`src/rtl/fifo_sync_param_if.sv`:
```
// Handshake/status bundle for fifo_sync_param.
//   master: drives winc/wdata/rinc/clr_err and observes data and status.
//   slave : the FIFO itself; drives rdata/rvalid, full/empty, almost flags, count and error flags.
interface fifo_sync_param_if #(
  parameter int unsigned DATA_W = 4,
  parameter int unsigned DEPTH  = 8
);
  localparam int unsigned AW = $clog2(DEPTH);

  logic              winc;
  logic [DATA_W-1:0] wdata;
  logic              rinc;
  logic              clr_err;
  logic [DATA_W-1:0] rdata;
  logic              rvalid;
  logic              full;
  logic              empty;
  logic              almost_full;
  logic              almost_empty;
  logic [AW:0]       count;
  logic              overflow;
  logic              underflow;

  modport master (
    output winc, wdata, rinc, clr_err,
    input  rdata, rvalid, full, empty, almost_full, almost_empty, count, overflow, underflow
  );

  modport slave (
    input  winc, wdata, rinc, clr_err,
    output rdata, rvalid, full, empty, almost_full, almost_empty, count, overflow, underflow
  );
endinterface

```
`src/rtl/fifo_sync_param.sv`:
```
// Parametrised single-clock FIFO with almost-full/almost-empty thresholds, occupancy count,
// read-valid strobe and sticky overflow/underflow flags.
//
// Ports:
//   clk   - clock, rising edge
//   rst_n - synchronous active-low reset
//   bus   - fifo_sync_param_if.slave: winc/wdata/rinc/clr_err in; rdata/rvalid, full/empty,
//           almost_full/almost_empty, count, overflow/underflow out
//
// Build option: define FIFO_FWFT_EN for first-word-fall-through reads (rdata shows the head
// word combinationally, rvalid = !empty). Default is a registered read with 1-cycle latency.
module fifo_sync_param #(
  parameter int unsigned DATA_W   = 4,
  parameter int unsigned DEPTH    = 8,
  parameter int unsigned AF_LEVEL = 6,
  parameter int unsigned AE_LEVEL = 2
) (
  input logic               clk,
  input logic               rst_n,
  fifo_sync_param_if.slave  bus
);
  localparam int unsigned AW = $clog2(DEPTH);
  localparam logic [AW:0] PtrOne  = 1;
  localparam logic [AW:0] AfLevel = AF_LEVEL[AW:0];
  localparam logic [AW:0] AeLevel = AE_LEVEL[AW:0];

  logic [AW:0]       wr_ptr_q, wr_ptr_d;
  logic [AW:0]       rd_ptr_q, rd_ptr_d;
  logic [AW:0]       count;
  logic              full, empty;
  logic              wr_ok, rd_ok;
  logic              ovf_q, ovf_d;
  logic              udf_q, udf_d;
  logic [DATA_W-1:0] mem_q [DEPTH];

  always_comb begin
    count = wr_ptr_q - rd_ptr_q;
    // Same slot address but opposite wrap bits means the writer is a full lap ahead.
    full  = (wr_ptr_q[AW-1:0] == rd_ptr_q[AW-1:0]) && (wr_ptr_q[AW] != rd_ptr_q[AW]);
    empty = (wr_ptr_q == rd_ptr_q);
    rd_ok = bus.rinc & ~empty;
    // A read in the same cycle frees the slot a write into a full FIFO needs.
    wr_ok = bus.winc & (~full | rd_ok);

    wr_ptr_d = wr_ptr_q;
    rd_ptr_d = rd_ptr_q;
    if (wr_ok) wr_ptr_d = wr_ptr_q + PtrOne;
    if (rd_ok) rd_ptr_d = rd_ptr_q + PtrOne;

    // Set dominates a simultaneous clear.
    ovf_d = (ovf_q & ~bus.clr_err) | (bus.winc & ~wr_ok);
    udf_d = (udf_q & ~bus.clr_err) | (bus.rinc & ~rd_ok);
  end

  always_ff @(posedge clk) begin
    if (!rst_n) begin
      wr_ptr_q <= '0;
      rd_ptr_q <= '0;
      ovf_q    <= 1'b0;
      udf_q    <= 1'b0;
    end else begin
      wr_ptr_q <= wr_ptr_d;
      rd_ptr_q <= rd_ptr_d;
      ovf_q    <= ovf_d;
      udf_q    <= udf_d;
    end
  end

  // Storage is not reset; writes are blocked while reset is asserted.
  always_ff @(posedge clk) begin
    if (rst_n && wr_ok) begin
      mem_q[wr_ptr_q[AW-1:0]] <= bus.wdata;
    end
  end

`ifdef FIFO_FWFT_EN
  assign bus.rdata  = mem_q[rd_ptr_q[AW-1:0]];
  assign bus.rvalid = ~empty;
`else
  logic [DATA_W-1:0] rdata_q;
  logic              rvalid_q;

  always_ff @(posedge clk) begin
    if (!rst_n) begin
      rdata_q  <= '0;
      rvalid_q <= 1'b0;
    end else begin
      rvalid_q <= rd_ok;
      if (rd_ok) rdata_q <= mem_q[rd_ptr_q[AW-1:0]];
    end
  end

  assign bus.rdata  = rdata_q;
  assign bus.rvalid = rvalid_q;
`endif

  assign bus.count        = count;
  assign bus.full         = full;
  assign bus.empty        = empty;
  assign bus.almost_full  = (count >= AfLevel);
  assign bus.almost_empty = (count <= AeLevel);
  assign bus.overflow     = ovf_q;
  assign bus.underflow    = udf_q;
endmodule

```
`src/flat_wrapper.sv`:
```
// flat-port wrapper written by rule: the top's interface ports become plain ports
module fifo_sync_param_flat 
#(
  parameter int unsigned DATA_W   = 4,
  parameter int unsigned DEPTH    = 8,
  parameter int unsigned AF_LEVEL = 6,
  parameter int unsigned AE_LEVEL = 2
)
  (clk, rst_n, bus_winc, bus_wdata, bus_rinc, bus_clr_err, bus_rdata, bus_rvalid, bus_full, bus_empty, bus_almost_full, bus_almost_empty, bus_count, bus_overflow, bus_underflow);
  fifo_sync_param_if #(.DATA_W(DATA_W), .DEPTH(DEPTH)) bus_i ();
  input logic clk;
  input logic rst_n;
  input wire logic [$bits(bus_i.winc)-1:0] bus_winc;
  input wire logic [$bits(bus_i.wdata)-1:0] bus_wdata;
  input wire logic [$bits(bus_i.rinc)-1:0] bus_rinc;
  input wire logic [$bits(bus_i.clr_err)-1:0] bus_clr_err;
  output wire logic [$bits(bus_i.rdata)-1:0] bus_rdata;
  output wire logic [$bits(bus_i.rvalid)-1:0] bus_rvalid;
  output wire logic [$bits(bus_i.full)-1:0] bus_full;
  output wire logic [$bits(bus_i.empty)-1:0] bus_empty;
  output wire logic [$bits(bus_i.almost_full)-1:0] bus_almost_full;
  output wire logic [$bits(bus_i.almost_empty)-1:0] bus_almost_empty;
  output wire logic [$bits(bus_i.count)-1:0] bus_count;
  output wire logic [$bits(bus_i.overflow)-1:0] bus_overflow;
  output wire logic [$bits(bus_i.underflow)-1:0] bus_underflow;
  assign bus_i.winc = bus_winc;
  assign bus_i.wdata = bus_wdata;
  assign bus_i.rinc = bus_rinc;
  assign bus_i.clr_err = bus_clr_err;
  assign bus_rdata = bus_i.rdata;
  assign bus_rvalid = bus_i.rvalid;
  assign bus_full = bus_i.full;
  assign bus_empty = bus_i.empty;
  assign bus_almost_full = bus_i.almost_full;
  assign bus_almost_empty = bus_i.almost_empty;
  assign bus_count = bus_i.count;
  assign bus_overflow = bus_i.overflow;
  assign bus_underflow = bus_i.underflow;
  fifo_sync_param #(.DATA_W(DATA_W), .DEPTH(DEPTH), .AF_LEVEL(AF_LEVEL), .AE_LEVEL(AE_LEVEL)) u_core (.clk(clk), .rst_n(rst_n), .bus(bus_i));
endmodule
```
`config.mk`:
```
export PLATFORM = sky130hd
export DESIGN_NAME = fifo_sync_param_flat
export DESIGN_NICKNAME = d
export VERILOG_FILES = /design/src/rtl/fifo_sync_param_if.sv /design/src/rtl/fifo_sync_param.sv /design/src/flat_wrapper.sv
export SDC_FILE = /design/constraint.sdc
export NUM_CORES = 1
export LEC_CHECK = 0
export ABC_AREA = 1
export CAP_MARGIN = 40
export CORE_MARGIN = 4
export CORE_UTILIZATION = 50
export DETAILED_ROUTE_END_ITERATION = 8
export GPL_TIMING_DRIVEN = 0
export PLACE_DENSITY = 0.79
export SYNTH_ARGS = -nofsm -noshare
export SYNTH_HDL_FRONTEND = slang
export SYNTH_SLANG_ARGS = --single-unit
export TNS_END_PERCENT = 50
```
`constraint.sdc`:
```
create_clock -name clk -period 1.9 [get_ports clk]
set_input_delay 0.285 -clock clk [delete_from_list [all_inputs] [get_ports clk]]
set_output_delay 0.285 -clock clk [all_outputs]
set_load 0.02 [all_outputs]
```
After elaboration in Yosys (flattened, before gate mapping)
Memory sizes are Yosys's and may differ from the RTL's. A register that Yosys moved wholly into a read port is not among the register bits.
Cells that the tools add are included.
{"block": "word_totals", "ff_bits": 11, "latchBits": 0, "ram_bits": 32, "romBits": 0, "output_inout_bits": 15, "memories": 1}
{"memory": "u_core.mem_q", "depth": 8, "width": 4, "rd": 1, "rd_clocked_by_memory_dff": 1, "wr": 1, "line_no": "fifo_sync_param.sv:34", "source": "logic [DATA_W-1:0] mem_q [DEPTH];"}
{"block": "op_classes", "n_addsub": 3, "multipliers": 0, "div": 0, "order_cmp": 2, "n_eq_ne": 3, "shifts": 0, "muxes": 2, "bitwise": 14, "reduce_logical": 3}
{"op": "4-bit by 1-bit adder with 4-bit output, second input constant", "n": 2}
{"op": "1-bit bitwise AND", "n": 6}
{"op": "1-bit inverter", "n": 5}
{"op": "4-bit == test", "n": 1}
{"op": "4-bit by 3-bit greater-or-equal comparator with 1-bit output, second input constant", "n": 1}
{"op": "4-bit by 2-bit <= comparator with 1-bit output, second input constant", "n": 1}
{"op": "4-bit subtractor", "n": 1}
{"op": "3-bit == test", "n": 1}
{"op": "1-bit OR", "n": 3}
{"op": "1-bit logical AND", "n": 2}
{"op": "1-bit 2-to-1 mux", "n": 2}
{"op": "1-bit zero test", "n": 1}
{"op": "1-bit inequality test", "n": 1}

Depth between registers and ports, before layout
{"block": "logic_depth", "ltp_word": 8, "ltp_mapped": 10, "ltp_nobuf": 9}

Worst setup path after synthesis
OpenSTA, ideal clock, no wires.
{"block": "synth_timing", "kind": "register to output", "from": "register u_core.wr_ptr_q[0]", "to": "output port bus_almost_empty", "arrival_time_ps": 1786, "t_required_ps": 1615, "slack_ps": -171, "path_stages_with_launch": 7, "cell_sequence": "dfxtp_1 inv_1 ha_1 fa_1 xnor2_1 o21bai_1 nor2_1"}
{"block": "synth_between", "elab_chain_cells": 2}
{"element": "from (decl)", "line_no": "fifo_sync_param.sv:27", "source": "logic [AW:0] wr_ptr_q, wr_ptr_d;"}
{"element": "from (signal assigned)", "line_no": "fifo_sync_param.sv:62", "source": "wr_ptr_q <= wr_ptr_d;"}
{"element": "4-bit subtractor", "line_no": "fifo_sync_param.sv:37", "source": "count = wr_ptr_q - rd_ptr_q;"}
{"element": "via bus_count[2]", "line_no": "flat_wrapper.sv:23", "source": "output wire logic [$bits(bus_i.count)-1:0] bus_count;"}
{"element": "4-bit by 2-bit <= comparator with 1-bit output", "line_no": "fifo_sync_param.sv:101", "source": "assign bus.almost_empty = (count <= AeLevel);"}
{"element": "to (decl)", "line_no": "flat_wrapper.sv:22", "source": "output wire logic [$bits(bus_i.almost_empty)-1:0] bus_almost_empty;"}
The timed path passes the listed nets, and every way through them passes these cells.

Worst setup path in the final report
{"block": "layout_timing", "from": "register u_core.wr_ptr_q[0]", "to": "output port bus_almost_empty"}
{"block": "layout_between", "elab_chain_cells": 2}
{"element": "4-bit subtractor", "line_no": "fifo_sync_param.sv:37"}
{"element": "4-bit by 2-bit <= comparator with 1-bit output", "line_no": "fifo_sync_param.sv:101"}
No other way between the ends.

==> results.sh <==
export IMPL_fin_area_um2=2930
export IMPL_die_w_um=75.2
export IMPL_yosys_area_top_type="edfxtp_1"
export IMPL_netlist_area_leader_share=0.425
export IMPL_wirelength_um=5190
export IMPL_grt_max_degree=17
export IMPL_slew_violations=0
export IMPL_initialDrtViolationCount=140
export IMPL_antenna_cells=0
export IMPL_drive_gt1_frac=0.267
export IMPL_worstReg2RegEnd="u_core.mem_q[3][2]$_DFFE_PP_"
export IMPL_post_route_min_period_ns=2.09
export IMPL_final_nets=299
export IMPL_area_growth_syn_to_layout_pct=29.9
export IMPL_final_hold_violation_count=0
export IMPL_end_kind="output pin"
export IMPL_insertion_delay_ns=0.30
export IMPL_grt_pass1_vias=1676
export IMPL_synth_area_um2=2260
export IMPL_slew_headroom=0.699
export IMPL_synth_compound_area_share=0.0427
export IMPL_clockBufferDepth=2
export IMPL_comb_power_share=0.330
export IMPL_synth_distinct_cells=29
export IMPL_syn_avg_cell_area_um2=9.22
export IMPL_htreeDepth=2
export IMPL_cts_tree="yes"
export IMPL_via_per_inst=5.09
export IMPL_cp_max_fo=3
export IMPL_switching_share=0.323
export IMPL_placed_area_um2=2560
export IMPL_grt_pass1_wl_um=8030
export IMPL_synth_simple_gate_area_frac=0.245
export IMPL_ir_drop_mv=0.779
export IMPL_syn_nets=260
export IMPL_die_area_um2=5660
export IMPL_rrSetupSlack_ns=0
export IMPL_power_mw=2.87
export IMPL_hpwl_um=3200
export IMPL_mostFrequentLayoutCell="nand2_1"
export IMPL_worst_pin_slew_ns=0.452
export IMPL_drv_cap=0
export IMPL_path_delay_family="adder cells"
export IMPL_clkTransAtPathRegs_ns=0.09
export IMPL_finClkSkew_ns=0.00602
export IMPL_yosys_area_share_xor_xnor=0.0194
export IMPL_post_route_drc_count=0
export IMPL_hold_path_end="u_core.rd_ptr_q[1]$_SDFFE_PN0P_"
export IMPL_power_share_sequential=0.407
export IMPL_synth_area_leaders="edfxtp_1 (43%), dfxtp_1 (13%), nand2_1 (10%)"
export IMPL_hp_class="input port to register"
export IMPL_fp_dieH_um=75.2
export IMPL_antenna_found_initial=0
export IMPL_violations="setup timing"
export IMPL_worstPathArrival_ns=1.80
export IMPL_first_pass_iters=4
export IMPL_root_buffer="clkbuf_8"
export IMPL_ant_nets=0
export IMPL_setup_viol=4
export IMPL_p_switching_mw=0.928
export IMPL_synth_cells=245
export IMPL_synth_fa_ha_area_frac=0.0366
export IMPL_max_freq_mhz=479
export IMPL_cp_slowest_cell="dfxtp_2"
export IMPL_muxShareOfSynthArea=0
export IMPL_io_buffers=22
export IMPL_vias=1714
export IMPL_n_fill_cell=301
export IMPL_required_ns=1.62
export IMPL_cts_sinks=47
export IMPL_final_cell_mix="nand2_1 (59), inv_1 (33), edfxtp_1 (32)"
export IMPL_hold_depth=3
export IMPL_ios=24
export IMPL_cp_cell_sequence="inv_4 -> ha_4 -> fa_2 -> xnor2_2 -> o21bai_1 -> nor2_2 -> buf_6"
export IMPL_wire_per_inst_um=15.4
export IMPL_r2r_start="u_core.rd_ptr_q[1]$_SDFFE_PN0P_"
export IMPL_start_util=0.519
export IMPL_pwr_share_clk=0.263
export IMPL_rr_worst_depth=10
export IMPL_p_int_mw=1.94
export IMPL_tritoncts_num_buffers=5
export IMPL_crit_buf_inv=2
export IMPL_synth_top_family_by_area="simple AND/OR/NAND/NOR gates"
export IMPL_power_leakage_nw=1.24
export IMPL_grt_usage=0.192
export IMPL_core_um2=4350
export IMPL_finalCritPeriodShare=1.10
export IMPL_yosys_warnings=0
export IMPL_synth_seq_cells=47
export IMPL_cpPeakStageDelay_ns=0.36
export IMPL_seq_area_frac_synth=0.558
export IMPL_hold_start="rst_n"
export IMPL_power_density_nw_per_um2=979
export IMPL_rsz0062_at_grt="yes"
export IMPL_outcome="finished with violations"
export IMPL_worstSetupStartpointType="register"
export IMPL_critPathKind="register to output pin"
export IMPL_gp_congestion=0.818
export IMPL_timing_final_ws_setup_ns=-0.189
export IMPL_fp_row_count=24
export IMPL_overflow=0
[tightest hold or removal path: stages]
cell and delay (ns):
buf_2 0.16, o21ai_1 0.08, a21oi_1 0.05
[cells by family after synthesis]
family                   after synthesis
buffers and inverters                 50
AND/OR/NAND/NOR                      119
AO/OA/AOI/OAI                         18
flip-flops                            47
adder cells (fa/ha/maj)                6
XOR/XNOR                               5
[flip-flops by register name, summed over array words and instances, names as in the netlist]
signal                cells
u_core.mem_q             32
u_core.bus.rdata          4
u_core.rd_ptr_q           4
u_core.wr_ptr_q           4
u_core.bus.overflow       1
u_core.bus.rvalid         1
u_core.bus.underflow      1
[area by class of cell]
type                    instances  area [µm²]  share of cell area
repair buffers                 33         303               0.103
inverters                      41         176              0.0601
well taps                      52        65.1              0.0222
flip-flops and latches         47        1270               0.434
multi-input cells             148         931               0.317
plain buffers                   8        70.1              0.0239
clock inverters                 3        46.3              0.0158
clock buffers                   5        68.8              0.0235
[through the flow]
stage          worst slack (ns)  instances   util  hold slack (ns)  setup TNS (ns)
6_report                 -0.189        337  0.674            0.309          -0.392
5_1_grt                  -0.243        337  0.674            0.354           -1.09
4_1_cts                  -0.197        334  0.650            0.299          -0.381
3_5_place_dp             -0.648        319  0.588            0.455          -17.02
3_3_place_gp             -0.632        319  0.588            0.453          -15.78
2_1_floorplan           -0.0890        245      -            0.384           -2.50
[metal layers]
metal | part of all wire | track usage | vias to the layer above
met4 | 0.021 | 0.0524 | 0
met1 | 0.42 | 0.268 | 795
met3 | 0.043 | 0.0414 | 10
met5 | 0 | 0 | -
li1 | - | - | 866
met2 | 0.51 | 0.305 | 43
[timing repair]
item / 4_1_cts / 5_1_grt
resized for setup: 71 / 23
pin swaps: 4 / 10
hold buffers: 0 / 0
endpoints found under the setup margin: 48 / 23
setup buffers: 7 / 4
[cell usage after synthesis]
master    instances
clkbuf_1          1
nor2_1           10
edfxtp_1         32
o21ai_1           1
nand2_4           2
nand3_1          32
buf_6             3
inv_1            37
xnor2_1           1
nand3_2           2
inv_4             1
buf_2             4
or2_2             1
inv_2             2
o21ai_0           3
nand2_8           1
ha_1              5
a21oi_1          12
o21bai_1          1
clkinv_1          1
nand2_1          63
nor2_4            1
nand2_2           3
fa_1              1
dfxtp_1          15
xor2_1            4
nor3_1            4
a21oi_2           1
buf_4             1
[power groups by stage]
stage	Combinational, mW	Sequential (mW)	Clock, mW
4_1_cts	0.840	1.17	0.763
6_report	0.948	1.17	0.756
3_3_place_gp	0.758	1.18	0
2_1_floorplan	0.470	1.20	0
5_1_grt	1.03	1.17	0.801
3_5_place_dp	0.770	1.18	0
[worst max-delay path by stage]
| stage | cells past startpoint | startpoint | to | slack (ns) |
|---|---|---|---|---|
| floorplan | 8 | u_core.rd_ptr_q[1]$_SDFFE_PN0P_ | u_core.mem_q[7][0]$_DFFE_PP_ | -0.09 |
| global route | 7 | u_core.wr_ptr_q[0]$_SDFFE_PN0N_ | bus_almost_empty | -0.24 |
| finish | 7 | u_core.wr_ptr_q[0]$_SDFFE_PN0N_ | bus_almost_empty | -0.19 |
| detailed placement | 8 | u_core.rd_ptr_q[1]$_SDFFE_PN0P_ | bus_almost_full | -0.65 |
| global placement | 8 | u_core.rd_ptr_q[1]$_SDFFE_PN0P_ | bus_count[3] | -0.63 |
| CTS | 7 | u_core.wr_ptr_q[0]$_SDFFE_PN0N_ | bus_almost_empty | -0.20 |
No activity file was read; power rests on OpenSTA's default activity.
